File: config.mk
export PLATFORM = sky130hd
export DESIGN_NAME = layer_sequencer
export DESIGN_NICKNAME = d
export VERILOG_FILES = /design/src/rtl/layer_sequencer.sv
export SDC_FILE = /design/constraint.sdc
export NUM_CORES = 2
export LEC_CHECK = 0
export BUFFER_PORTS_ARGS = -buffer_cell sky130_fd_sc_hd__buf_2
export CAP_MARGIN = 30
export CELL_PAD_IN_SITES_DETAIL_PLACEMENT = 0
export CELL_PAD_IN_SITES_GLOBAL_PLACEMENT = 2
export CORE_ASPECT_RATIO = 0.75
export CORE_MARGIN = 3
export CORE_UTILIZATION = 41
export DETAILED_ROUTE_END_ITERATION = 8
export PLACE_DENSITY = 0.83
export SETUP_SLACK_MARGIN = 0.15
export SLEW_MARGIN = 25
export SYNTH_ARGS = -nofsm -noshare
export SYNTH_HDL_FRONTEND = slang
export SYNTH_SLANG_ARGS = --single-unit
File: constraint.sdc
create_clock -name clk -period 12.8 [get_ports clk]
set_input_delay 3.84 -clock clk [delete_from_list [all_inputs] [get_ports clk]]
set_output_delay 3.84 -clock clk [all_outputs]
set_load 0.005 [all_outputs]
File: src/rtl/layer_sequencer.sv
// layer_sequencer: evaluates one fully connected layer of SN neurons (SX
// inputs each) by time-multiplexing a single signed n x n multiplier.
// Each neuron takes INIT (bias load), SX MAC cycles and one ACT cycle; a
// one-cycle DONE closes the run, so start->done is SN*(SX+2)+1 cycles.

// Fixed-point format: Q8.24 (n = i + f = 8 + 24).

module layer_sequencer #(
    parameter int SX = 2,
    parameter int SN = 2,
    localparam int n = 32,
    localparam int f = 24
) (
    input  logic                clk,
    input  logic                rst_n,
    input  logic                start,
    input  logic [n*SX-1:0]     nx,
    input  logic [n*SX*SN-1:0]  nw,
    input  logic [n*SN-1:0]     nb,
    output logic                ready,
    output logic                busy,
    output logic                done,
    output logic [n*SN-1:0]     ny,
    output logic [n*SN-1:0]     nz
);

    // Counter widths: enough for the largest index, never below one bit.
    localparam int JW = (SX > 1) ? $clog2(SX) : 1;
    localparam int KW = (SN > 1) ? $clog2(SN) : 1;
    localparam logic [JW-1:0] J_LAST = JW'(SX - 1);
    localparam logic [KW-1:0] K_LAST = KW'(SN - 1);

    typedef enum logic [2:0] {IDLE, INIT, MAC, ACT, DONE} state_t;

    state_t                 state_q, state_d;
    logic [KW-1:0]          k_q, k_d;
    logic [JW-1:0]          j_q, j_d;
    logic signed [2*n-1:0]  acc_q, acc_d;

    // Operand snapshot taken at the accepting edge, so the sources may change
    // while the layer is being evaluated.
    logic [n-1:0]           x_q [SX];
    logic [n-1:0]           w_q [SN][SX];
    logic [n-1:0]           b_q [SN];
    logic [n-1:0]           nz_q [SN];
    logic [n-1:0]           ny_q [SN];

    logic                   accept;
    logic signed [2*n-1:0]  prod;
    logic signed [2*n-1:0]  bias_ext;
    logic [n-1:0]           z;
    logic                   acc_unused;

    assign accept   = (state_q == IDLE) && start;
    // The one and only multiplier: full-width signed product, no truncation.
    assign prod     = $signed(x_q[j_q]) * $signed(w_q[k_q][j_q]);
    assign bias_ext = $signed({{n{b_q[k_q][n-1]}}, b_q[k_q]});
    // Truncation drops f LSBs and keeps n bits; overflow simply wraps.
    assign z        = acc_q[f+n-1:f];
    assign acc_unused = ^{acc_q[2*n-1:f+n], acc_q[f-1:0]};

    assign ready = (state_q == IDLE);
    assign busy  = (state_q != IDLE);
    assign done  = (state_q == DONE);

    // State, neuron/input counters and accumulator registers.
    always_ff @(posedge clk) begin
        if (!rst_n) begin
            state_q <= IDLE;
            k_q     <= '0;
            j_q     <= '0;
            acc_q   <= '0;
        end else begin
            state_q <= state_d;
            k_q     <= k_d;
            j_q     <= j_d;
            acc_q   <= acc_d;
        end
    end

    // Sequencing: next state, counter steps and accumulator update.
    always_comb begin
        state_d = state_q;
        k_d     = k_q;
        j_d     = j_q;
        acc_d   = acc_q;
        case (state_q)
            IDLE: begin
                if (start) begin
                    state_d = INIT;
                    k_d     = '0;
                end
            end
            INIT: begin
                acc_d   = bias_ext <<< f;
                j_d     = '0;
                state_d = MAC;
            end
            MAC: begin
                acc_d = acc_q + prod;
                if (j_q == J_LAST) begin
                    state_d = ACT;
                end else begin
                    j_d = j_q + JW'(1);
                end
            end
            ACT: begin
                if (k_q == K_LAST) begin
                    state_d = DONE;
                end else begin
                    k_d     = k_q + KW'(1);
                    state_d = INIT;
                end
            end
            DONE:    state_d = IDLE;
            default: state_d = IDLE;
        endcase
    end

    genvar gi, gj;

    // Per-input snapshot of x at the accepting edge.
    for (gi = 0; gi < SX; gi++) begin : g_x
        always_ff @(posedge clk) begin
            if (!rst_n) begin
                x_q[gi] <= '0;
            end else if (accept) begin
                x_q[gi] <= nx[gi*n +: n];
            end
        end
    end

    for (gi = 0; gi < SN; gi++) begin : g_neuron
        // Per-neuron snapshot of bias and weights at the accepting edge.
        always_ff @(posedge clk) begin
            if (!rst_n) begin
                b_q[gi] <= '0;
            end else if (accept) begin
                b_q[gi] <= nb[gi*n +: n];
            end
        end

        for (gj = 0; gj < SX; gj++) begin : g_w
            // Weight w[gi][gj] snapshot.
            always_ff @(posedge clk) begin
                if (!rst_n) begin
                    w_q[gi][gj] <= '0;
                end else if (accept) begin
                    w_q[gi][gj] <= nw[(gi*SX+gj)*n +: n];
                end
            end
        end

        // Result registers: written in this neuron's ACT cycle, held otherwise.
        always_ff @(posedge clk) begin
            if (!rst_n) begin
                nz_q[gi] <= '0;
                ny_q[gi] <= '0;
            end else if ((state_q == ACT) && (k_q == KW'(gi))) begin
                nz_q[gi] <= z;
                ny_q[gi] <= z[n-1] ? '0 : z;
            end
        end

        assign nz[gi*n +: n] = nz_q[gi];
        assign ny[gi*n +: n] = ny_q[gi];
    end

endmodule

==> impl.org <==
** Outcome
- The run finished with clean final reports.

** Synthesis
- Async SR Flop Fraction :: 0%
- Counting every instance in the synthesized netlist gives 5195.
- Number of library cell types mapped by synthesis :: 80
- In this run the mean area of a mapped cell was 10.32 µm².
- Yosys top cell area share :: 40.28%
- After synthesis the netlist holds a flip-flop and latch count of 445.
- Area contributors post-synth :: sky130_fd_sc_hd__fa_1 40%, sky130_fd_sc_hd__edfxtp_1 21%, sky130_fd_sc_hd__inv_1 7.4%, sky130_fd_sc_hd__nand2_1 4.9%, sky130_fd_sc_hd__ha_1 4.7%
- Leading register cell type out of synthesis :: sky130_fd_sc_hd__edfxtp_1
- During synthesis, Yosys emitted a total of 0 warnings.
- The biggest area contributor in the post-synthesis netlist is sky130_fd_sc_hd__fa_1.
- The synthesized design contains 382 enable-type register cells.
- After synthesis the cells add up to 53630 µm².
- Register area share after synthesis :: 23.74%

** STA
- Setup violations remaining at the end of the flow were counted as 0.
- Setup repair after global routing left no endpoint under its margin.
- Once routing completed, OpenROAD measured the worst setup slack at 2916 ps.
- Worst-margin pin slew :: 1056 ps
- Final-report hold violation count :: 0
- The final count of pins violating max slew came to 0.
- Highest clock rate :: 101.2 MHz
- Final Cycle Share :: 77.22%
- After routing, the total negative slack on setup checks comes to 0 ps.
- Shortest period the worst path allows :: 9884 ps
- The worst pin sits at a relative slew slack of 28.22%.
- Final clock skew :: 37.13 ps

** Clock network
- Post-CTS Resized :: 0
- In this run, post-CTS hold repair placed 0 buffers.
- CTS root buffer :: sky130_fd_sc_hd__clkbuf_16
- TritonCTS built the clock tree.
- The H-tree was split into 2 levels.
- Number of buffers on the longest clock path :: 3
- Number of buffers created by CTS :: 49
- After clock tree synthesis, the clock-pin slew on the worst setup and hold paths is 60 ps.
- Sink count of the clock tree :: 445
- The later pin in the worst-skew pair is clocked with a latency of 660 ps.
- Total setup buffers inserted after CTS :: 0

** Final layout
- For this run, the post-layout net count is 7002.
- Area occupied by multi-input gates :: 36010 µm²
- Cells with a size suffix above 1 make up 12.25% of the layout.
- The sequential cells in the finished layout cover a total of 12740 µm².
- P&R area growth vs syn :: 10.60%
- Layout fillers :: 12.35k
- For this run, the share of the core covered by cells in the final layout is 45.85%.

** GRT
- The via count of the first global-routing pass was 39.73k.
- Remaining Overflow, GRT :: 0
- Total routing usage reported by global routing :: 24.54%
- Gr busiest metal :: met2
- In the global route stage, met3 resource usage came out at 4.946%.
- The number of antenna violations at the first check in global routing was 5.
- The first global-routing pass estimated 247800 µm of wire.
- For this run, global-route usage on met2 was measured as 41.28%.
- Global routing used 31.93% of the available met1 tracks.
- Entering global routing, the biggest net connects 137 pins.

** Setup path
- The worst setup path is of the reg2reg kind.
- Of all nets on the critical path, the largest fanout is 37.
- Grouping stages by cell kind, the critical path spends the most delay in adder cells.
- The endpoint identified for the worst register-to-register timing path is acc_q[54]$_SDFFE_PN0P_.
- Element type at the critical path end :: flip-flop
- For the worst setup path, the data arrival time is 10430 ps.
- Data required time at the worst endpoint :: 13340 ps
- For this design, the slowest cell found on the critical path is sky130_fd_sc_hd__o21ai_2.
- End of the critical path :: acc_q[54]$_SDFFE_PN0P_
- The worst setup path is launched from a flip-flop.
- FF-to-FF path depth :: 27
- Cell type with the highest occurrence count on the critical path :: sky130_fd_sc_hd__fa_1
- Number of logic stages on the critical path including buffering :: 27
- Counting both buffers and inverters, the worst setup path holds a total of 5.
- The worst register-to-register path has a setup slack of 2920 ps.
- For this run, the slowest stage of the critical path takes 750 ps.

** Routing
- Detailed routing inserted a total of 37.17k vias.
- Post-Route WL :: 163100 µm
- In the routed design, unresolved DRC markers number 0.
- The pre-antenna-repair detailed-routing pass consisted of 7 iterations.
- The detailed router finished its first iteration with 2442 violations.
- The detail route stage leaves a number of antenna-violating nets equal to 0.
- Drt wl/cell :: 22.51 µm
- Dividing the detail-routed via count by the number of cells gives 5.130.

** Placed design
- Port buffering added 387 buffers.
- The congestion estimate from routability-driven global placement came to 0.9207.
- Once detailed placement completed, the half-perimeter wirelength came to 130200 µm.
- Post-place setup slack :: 2634 ps

** Floorplanning
- Die Span Y :: 319.2 µm
- Die width :: 423.6 µm
- Row count :: 114
- Area inside the core boundary :: 129400 µm²
- The die covers 135200 µm².
- 390 I/O pins were placed.
- Once the floorplan was initialized, standard cells occupied 41.46% of the core.

** Job
- The tool flagged a number of max-cap violations equal to 0.

** Min path
- Class of the tightest hold or removal check :: reg2reg
kinds of logic after synthesis:
logic type      Yosys count  share of synthesized area [%]
simple gates           1617                          13.63
mux                     150                          3.170
buf+inv                1323                          9.385
other cells               1                       0.006992
compound gates          299                          3.782
flops                   445                          23.74
xor+xnor                 80                          1.320
fa+ha+maj              1280                          44.96
synth_stat cells (30+ instances only):
master                     count
sky130_fd_sc_hd__nand2_1     701
sky130_fd_sc_hd__a21oi_1      61
sky130_fd_sc_hd__xnor2_1      54
sky130_fd_sc_hd__dfxtp_1      63
sky130_fd_sc_hd__ha_1        201
sky130_fd_sc_hd__nor3_1       42
sky130_fd_sc_hd__nor4_1       30
sky130_fd_sc_hd__inv_1      1052
sky130_fd_sc_hd__fa_1       1079
sky130_fd_sc_hd__clkbuf_1    224
sky130_fd_sc_hd__nor2_1      399
sky130_fd_sc_hd__mux2_2       54
sky130_fd_sc_hd__o21ai_0      46
sky130_fd_sc_hd__a21o_1       34
sky130_fd_sc_hd__mux2i_1      84
sky130_fd_sc_hd__and2_1      368
sky130_fd_sc_hd__edfxtp_1    382
routing by layer:
layer	share of wire, %	wire (µm)
met1	40	64760
met4	3.2	5296
met2	49	80620
met5	0.056	92
met3	7.6	12310
stage by stage:
stage	hold slack, ps	instance area, µm²	instances
6_report	451.4	59320	7246
5_1_grt	476.0	59310	7244
4_1_cts	456.2	59220	7235
3_5_place_dp	445.6	57580	7147
3_3_place_gp	439.4	57500	7143
2_1_floorplan	425.4	53640	5196
worst min path at each step:
| stage | startpoint | to | cells past startpoint |
|---|---|---|---|
| after floorplan | acc_q[23]$_SDFFE_PN0P_ | acc_q[23]$_SDFFE_PN0P_ | 2 |
| after global placement | acc_q[23]$_SDFFE_PN0P_ | acc_q[23]$_SDFFE_PN0P_ | 2 |
| after detailed placement | acc_q[23]$_SDFFE_PN0P_ | acc_q[23]$_SDFFE_PN0P_ | 2 |
| after CTS | acc_q[23]$_SDFFE_PN0P_ | acc_q[23]$_SDFFE_PN0P_ | 2 |
| after global routing | acc_q[23]$_SDFFE_PN0P_ | acc_q[23]$_SDFFE_PN0P_ | 2 |
| final | acc_q[23]$_SDFFE_PN0P_ | acc_q[23]$_SDFFE_PN0P_ | 2 |
final cells by class:
| class | instances | area share (%) |
|---|---|---|
| clock buffers | 58 | 2.158 |
| diodes | 6 | 0.02531 |
| flip-flops and latches | 445 | 21.49 |
| inverters | 1053 | 6.663 |
| multi-input cells | 3428 | 60.71 |
| clock inverters | 30 | 0.6054 |
| well taps | 1740 | 3.670 |
| repair buffers | 486 | 4.679 |
cell usage in the layout (no fill, tap or decap), drive strengths merged, types with 63 or more instances in the layout:
cell,netlist,layout
nor2,399,399
inv,1053,1057
mux2i,84,84
edfxtp,382,382
buf,46,486
o21ai,68,68
nand2,702,702
dfxtp,63,63
and2,370,370
fa,1079,1079
ha,201,201
tightest hold or removal path: cells and delay by family (launching register included):
kind	cells	cell delay (ps)
flops	1	310
compound gates	1	50
simple gates	1	50
sequential cells by signal (all words and copies together) (netlist names), named ones only:
name     cells
x_q         64
k_q          1
w_q        128
state_q      3
j_q          1
ny_q        62
b_q         64
acc_q       56
nz_q        64
Power is left out: the tool's default activity adds up to more than one toggle a clock period on the data nets, which glitch-free logic cannot reach.
